===== config.mk =====
export PLATFORM = sky130hd
export DESIGN_NAME = mips_reg_file
export DESIGN_NICKNAME = d
export VERILOG_FILES = /design/src/rtl/mips_pkg.sv /design/src/rtl/mips_reg_scoreboard.sv /design/src/rtl/mips_reg_file.sv
export SDC_FILE = /design/constraint.sdc
export NUM_CORES = 2
export LEC_CHECK = 0
export ABC_AREA = 1
export CAP_MARGIN = 20
export CORE_UTILIZATION = 45
export CTS_CLUSTER_DIAMETER = 80
export CTS_CLUSTER_SIZE = 25
export DETAILED_ROUTE_END_ITERATION = 8
export HOLD_SLACK_MARGIN = 0.03
export SLEW_MARGIN = 30
export SYNTH_ARGS = -nofsm -noshare
export SYNTH_HDL_FRONTEND = slang
export SYNTH_SLANG_ARGS = --single-unit

===== constraint.sdc =====
create_clock -name clk -period 3.5 [get_ports clk]
set_input_delay 0.525 -clock clk [delete_from_list [all_inputs] [get_ports clk]]
set_output_delay 0.525 -clock clk [all_outputs]
set_load 0.05 [all_outputs]

===== src/rtl/mips_pkg.sv =====
// Shared definitions for the MIPS integer register file slice.
// Holds the default widths, the hard-wired zero register index and the
// index/word typedefs used by the register file and its scoreboard.
package mips_pkg;

   localparam int DATA_WIDTH_DEF = 32;
   localparam int ADDR_WIDTH_DEF = 5;
   localparam int NUM_REGS_DEF   = 2 ** ADDR_WIDTH_DEF;

   // Register 0 is hard-wired to zero and never has a producer in flight.
   localparam int REG_ZERO = 0;

   typedef logic [ADDR_WIDTH_DEF-1:0] reg_idx_t;
   typedef logic [DATA_WIDTH_DEF-1:0] word_t;

endpackage : mips_pkg


===== src/rtl/mips_reg_scoreboard.sv =====
// Pending-write scoreboard for the MIPS register file.
// One bit per register: set when a producer issues from decode, cleared when
// that register is written back. A same-cycle issue to the index being
// written back wins, since the new producer supersedes the retiring one.
// Optional feature macro: WRITE_BYPASS_EN -- a writeback in the current cycle
// hides the pending bit of the register it retires (unless re-issued).
module mips_reg_scoreboard
   import mips_pkg::*;
#(
   parameter int ADDR_WIDTH = ADDR_WIDTH_DEF
)(
   input  logic                  clk,
   input  logic                  rst,
   input  logic                  wr_en,
   input  logic [ADDR_WIDTH-1:0] wr_addr,
   input  logic                  issue_en,
   input  logic [ADDR_WIDTH-1:0] issue_addr,
   input  logic [ADDR_WIDTH-1:0] rd_addr_a,
   input  logic [ADDR_WIDTH-1:0] rd_addr_b,
   output logic                  pending_a,
   output logic                  pending_b
);

   localparam int NUM_REGS = 2 ** ADDR_WIDTH;
   localparam logic [ADDR_WIDTH-1:0] ZERO_IDX = ADDR_WIDTH'(REG_ZERO);

   logic [NUM_REGS-1:0] pend_r;
   logic [NUM_REGS-1:0] pend_nxt_s;
   logic                pending_a_s;
   logic                pending_b_s;

`ifdef WRITE_BYPASS_EN
   // True when this cycle's writeback retires idx and no new producer claims it.
   function automatic logic bypass_clears(input logic                  we,
                                          input logic [ADDR_WIDTH-1:0] wa,
                                          input logic                  ie,
                                          input logic [ADDR_WIDTH-1:0] ia,
                                          input logic [ADDR_WIDTH-1:0] idx);
      logic hit_s;
      if (we && (wa == idx) && (wa != ZERO_IDX) && !(ie && (ia == idx))) begin
         hit_s = 1'b1;
      end else begin
         hit_s = 1'b0;
      end
      return hit_s;
   endfunction
`endif

   // Next-state of each pending bit: issue sets (and wins), writeback clears.
   always_comb begin
      pend_nxt_s = pend_r;
      for (int i = 1; i < NUM_REGS; i++) begin
         if (issue_en && (issue_addr == ADDR_WIDTH'(i))) begin
            pend_nxt_s[i] = 1'b1;
         end else if (wr_en && (wr_addr == ADDR_WIDTH'(i))) begin
            pend_nxt_s[i] = 1'b0;
         end else begin
            pend_nxt_s[i] = pend_r[i];
         end
      end
      pend_nxt_s[REG_ZERO] = 1'b0;
   end

   // Pending bit array; reset clears every entry regardless of issue/writeback.
   always_ff @(posedge clk) begin
      if (rst) begin
         pend_r <= {NUM_REGS{1'b0}};
      end else begin
         pend_r <= pend_nxt_s;
      end
   end

   // Per-port pending lookup; register 0 never reports pending.
   always_comb begin
      pending_a_s = 1'b0;
      pending_b_s = 1'b0;
      if (rd_addr_a != ZERO_IDX) begin
         pending_a_s = pend_r[rd_addr_a];
      end else begin
         pending_a_s = 1'b0;
      end
      if (rd_addr_b != ZERO_IDX) begin
         pending_b_s = pend_r[rd_addr_b];
      end else begin
         pending_b_s = 1'b0;
      end
`ifdef WRITE_BYPASS_EN
      if (bypass_clears(wr_en, wr_addr, issue_en, issue_addr, rd_addr_a)) begin
         pending_a_s = 1'b0;
      end else begin
         pending_a_s = pending_a_s;
      end
      if (bypass_clears(wr_en, wr_addr, issue_en, issue_addr, rd_addr_b)) begin
         pending_b_s = 1'b0;
      end else begin
         pending_b_s = pending_b_s;
      end
`endif
   end

   assign pending_a = pending_a_s;
   assign pending_b = pending_b_s;

endmodule : mips_reg_scoreboard


===== src/rtl/mips_reg_file.sv =====
// MIPS integer register file with two combinational read ports (rs, rt),
// one writeback port and a pending-write scoreboard for decode stalls.
// Optional feature macro: WRITE_BYPASS_EN -- forwards the writeback value to a
// read port addressing the same register in the same cycle.
module mips_reg_file
   import mips_pkg::*;
#(
   parameter int DATA_WIDTH = DATA_WIDTH_DEF,
   parameter int ADDR_WIDTH = ADDR_WIDTH_DEF
)(
   input  logic                  clk,
   input  logic                  rst,
   input  logic [ADDR_WIDTH-1:0] rd_addr_a,
   input  logic [ADDR_WIDTH-1:0] rd_addr_b,
   output logic [DATA_WIDTH-1:0] rd_data_a,
   output logic [DATA_WIDTH-1:0] rd_data_b,
   input  logic                  wr_en,
   input  logic [ADDR_WIDTH-1:0] wr_addr,
   input  logic [DATA_WIDTH-1:0] wr_data,
   input  logic                  issue_en,
   input  logic [ADDR_WIDTH-1:0] issue_addr,
   output logic                  pending_a,
   output logic                  pending_b,
   output logic                  stall
);

   localparam int NUM_REGS = 2 ** ADDR_WIDTH;
   localparam logic [ADDR_WIDTH-1:0] ZERO_IDX = ADDR_WIDTH'(REG_ZERO);

   logic [DATA_WIDTH-1:0] regs_r [NUM_REGS];
   logic [DATA_WIDTH-1:0] rd_data_a_s;
   logic [DATA_WIDTH-1:0] rd_data_b_s;
   logic                  pending_a_s;
   logic                  pending_b_s;

   // Data array: reset zeroes everything; writes to register 0 are dropped.
   always_ff @(posedge clk) begin
      if (rst) begin
         for (int i = 0; i < NUM_REGS; i++) begin
            regs_r[i] <= {DATA_WIDTH{1'b0}};
         end
      end else if (wr_en && (wr_addr != ZERO_IDX)) begin
         regs_r[wr_addr] <= wr_data;
      end else begin
         regs_r[ZERO_IDX] <= {DATA_WIDTH{1'b0}};
      end
   end

   // Asynchronous read muxes, with same-cycle forwarding when bypass is built in.
   always_comb begin
      rd_data_a_s = regs_r[rd_addr_a];
      rd_data_b_s = regs_r[rd_addr_b];
`ifdef WRITE_BYPASS_EN
      if (wr_en && (wr_addr != ZERO_IDX) && (wr_addr == rd_addr_a)) begin
         rd_data_a_s = wr_data;
      end else begin
         rd_data_a_s = regs_r[rd_addr_a];
      end
      if (wr_en && (wr_addr != ZERO_IDX) && (wr_addr == rd_addr_b)) begin
         rd_data_b_s = wr_data;
      end else begin
         rd_data_b_s = regs_r[rd_addr_b];
      end
`endif
   end

   mips_reg_scoreboard #(
      .ADDR_WIDTH (ADDR_WIDTH)
   ) u_scoreboard (
      .clk        (clk),
      .rst        (rst),
      .wr_en      (wr_en),
      .wr_addr    (wr_addr),
      .issue_en   (issue_en),
      .issue_addr (issue_addr),
      .rd_addr_a  (rd_addr_a),
      .rd_addr_b  (rd_addr_b),
      .pending_a  (pending_a_s),
      .pending_b  (pending_b_s)
   );

   assign rd_data_a = rd_data_a_s;
   assign rd_data_b = rd_data_b_s;
   assign pending_a = pending_a_s;
   assign pending_b = pending_b_s;
   assign stall     = pending_a_s | pending_b_s;

endmodule : mips_reg_file


==> impl_metrics.yaml <==
run_status:
  outcome: "complete, no violations"
layout:
  final_common_cell: "nor2_1"
  num-fill-cells: 11600
  drive_gt1_share_pct: 7.51
  diodes: 0
  final_cell_mix: "nor2_1, edfxtp_1, o21ai_0, nand2_1, a21oi_1"
  area_growth_pct: 11.1
  fin_util_pct: 50.5
  final_cells: 8472
  fin_nets: 6840
  final_cell_area_um2: 63500
global_routing:
  grt_pass1_vias: 48000
  grt_pass1_wl_um: 322000
  met3_usage_pct: 6.68
  overflow: 0
  track_usage_pct: 34.3
  use_met2_pct: 53.0
  grt_max_degree: 120
  antenna_found_initial: 1
  use_met1_pct: 45.5
  grt_busiest_layer: "met2"
setup_path:
  cp_top_family: "buffers and inverters"
  cpMostUsedCell: "nor2_1"
  path_buf_inv: 5
  worstPathArrival_ns: 2.82
  r2r_setup_slack_ns: 2.73
  rr_startpoint: "u_scoreboard.pend_r[6]$_SDFFE_PP0P_"
  cp_slowest_stage_delay_ns: 0.41
  worst_setup_path_start_kind: "primary input"
  worstPathRequired_ns: 2.97
  crit-reg2reg-capture: "u_scoreboard.pend_r[6]$_SDFFE_PP0P_"
  crit_type: "in -> out"
  reg2reg_depth: 2
  cp_cell_sequence: "buf_8, inv_8, buf_12, buf_12, nor2_1, o21ai_0, a21oi_1, nor2_1, nor2_1, nor2_1, buf_12"
  crit_path_end_kind: "output port"
  crit_fanout: 44
  slowest_stage: "nor2_1"
floorplan:
  die_y_um: 358
  die_x_um: 358
  rows: 130
  dieArea_um2: 128000
  core_um2: 126000
  initial_utilization_pct: 45.4
  ios: 123
power:
  p_leak_uw: 0.0243
  p_per_area_nw_per_um2: 437
  ir_drop_v: 0.000374
clocking:
  cts_root_buf: "clkbuf_16"
  ctsResizeCount: 0
  cts_setup_buffers: 0
  h-tree-depth: 2
  ctsHoldBuffers: 0
  clock_latency_ns: 0.72
  cts_tree: "yes"
  cts_max_path_buffers: 3
  path_clk_slew_ns: 0.08
  cts_buffers: 57
  cts.sinks: 1055
synth:
  synthCells: 6929
  synth_xor_area_share_pct: 0
  yosys_warnings: 0
  synth_fa_ha_area_share_pct: 0
  seq_area_frac_synth_pct: 54.9
  synth_top_family_by_area: "simple AND/OR/NAND/NOR gates"
  synth_seq_cells: 1055
  synth-simple-area-share_pct: 20.6
  synth_compound_area_share_pct: 17.0
  synthMuxAreaShare_pct: 0
  syn_area_per_cell_um2: 8.25
  netlist_area_um2: 57100
  yosysUniqueCellTypes: 27
route:
  ant_nets: 0
  via_count: 52400
  drc: 0
  drt_iter0_markers: 8672
  first_pass_iters: 8
  drt-total-wl_um: 225000
  avgRoutedWirePerCell_um: 26.6
  vias_per_cell: 6.18
placed_design:
  dp_cells: 8375
  port_buffers: 122
  gp_congestion: 0.939
  dpl-instance-area_um2: 61600
  hpwl_um: 134000
sta:
  hold_violations: 0
  post-route-period-util_pct: 95.6
  slew_headroom_pct: 44.5
  rsz0062_at_grt: "no"
  final_max_slew_viol_count: 0
  period_needed_ns: 3.35
  skew_ns: 0
  max_slew.worst_pin.slew_ns: 0.832
  tns_ns: 0
  final-setup-viol-count: 0
  fmax_mhz: 299
worst_hold_path:
  hold_class: "reg -> reg"
  min_to: "u_scoreboard.pend_r[26]$_SDFFE_PP0P_"
  min_from: "u_scoreboard.pend_r[26]$_SDFFE_PP0P_"
  hold_depth: 2
job:
  drv_cap: 0
per-stage QoR:
| step | total power (uW) | worst slack (ns) | hold slack, ns |
|---|---|---|---|
| 5_1_grt | 28500 | 0.205 | 0.488 |
| 2_1_floorplan | 17700 | 0.200 | 0.439 |
| 3_5_place_dp | 19900 | 0.280 | 0.453 |
| 6_report | 27800 | 0.154 | 0.469 |
| 4_1_cts | 27700 | 0.279 | 0.463 |
| 3_3_place_gp | 19800 | 0.295 | 0.451 |
layout make-up:
| type | instances | area, um^2 | share of cell area (%) |
|---|---|---|---|
| flip-flops and latches | 1055 | 31400 | 49.4 |
| multi-input cells | 4875 | 21800 | 34.3 |
| repair buffers | 393 | 4890 | 7.70 |
| well taps | 1650 | 2060 | 3.25 |
| inverters | 402 | 1540 | 2.42 |
| clock buffers | 58 | 1430 | 2.25 |
| clock inverters | 39 | 424 | 0.668 |
cells in the mapped netlist:
master / count / share of area [%]
nor2_1: 1779 / 12
edfxtp_1: 1024 / 54
nand3_1: 309 / 2.7
o32ai_1: 6 / 0.092
o22ai_1: 74 / 0.81
nand3_2: 4 / 0.070
buf_2: 251 / 2.2
nand2_1: 913 / 6.0
a22oi_1: 37 / 0.49
o31ai_1: 3 / 0.039
inv_1: 396 / 2.6
buf_4: 22 / 0.29
clkbuf_2: 2 / 0.018
o211ai_1: 138 / 1.8
o21ai_1: 97 / 0.85
clkinv_1: 1 / 0.0066
nor2_2: 3 / 0.033
nand4_1: 10 / 0.11
nor3_2: 1 / 0.018
dfxtp_1: 31 / 1.1
clkbuf_1: 299 / 2.0
conb_1: 1 / 0.0066
inv_2: 5 / 0.033
buf_6: 4 / 0.079
o21ai_0: 1009 / 8.8
a21oi_1: 460 / 4.0
buf_1: 50 / 0.33
how the worst max path moves through the flow:
| stage | endpoint | from | cells after the start |
|---|---|---|---|
| 2_1_floorplan | regs_r[11][0]$_SDFFCE_PN0P_ | rst | 8 |
| 3_3_place_gp | rd_data_a[1] | rd_addr_a[0] | 11 |
| 3_5_place_dp | rd_data_a[1] | rd_addr_a[0] | 11 |
| 4_1_cts | rd_data_a[1] | rd_addr_a[0] | 11 |
| 5_1_grt | rd_data_a[1] | rd_addr_a[0] | 11 |
| 6_report | rd_data_a[1] | rd_addr_a[0] | 11 |
worst min-delay path: stages, from the launching register on:
cell and delay [ns]:
dfxtp_1 0.32, nand2_1 0.06, a21oi_1 0.05
layer usage:
layer  vias up  share of wire, %
met3       667                12
met2      3764                44
met5         -                 0
met4         0               6.0
li1      23000                 -
met1     24900                37
cells by family after synthesis:
kind of cell           Yosys count
other                            1
AOI/OAI and AO/OA             1824
and+or+nand+nor               3019
DFF                           1055
buffers and inverters         1030
report_power, final:
part / total, uW / internal (uW) / switching, uW / leakage (uW)
sequential: 14800 / 14500 / 303 / 0.0100
combinational: 4940 / 1500 / 3440 / 0.0134
clock: 8030 / 3350 / 4680 / 0.000892
total: 27800 / 19400 / 8420 / 0.0243
sequential cells by signal, summed over array words and instances (netlist names):
| signal | cells |
|---|---|
| u_scoreboard.pend_r | 31 |
| regs_r | 1024 |
(Power assumes the default switching activity.)
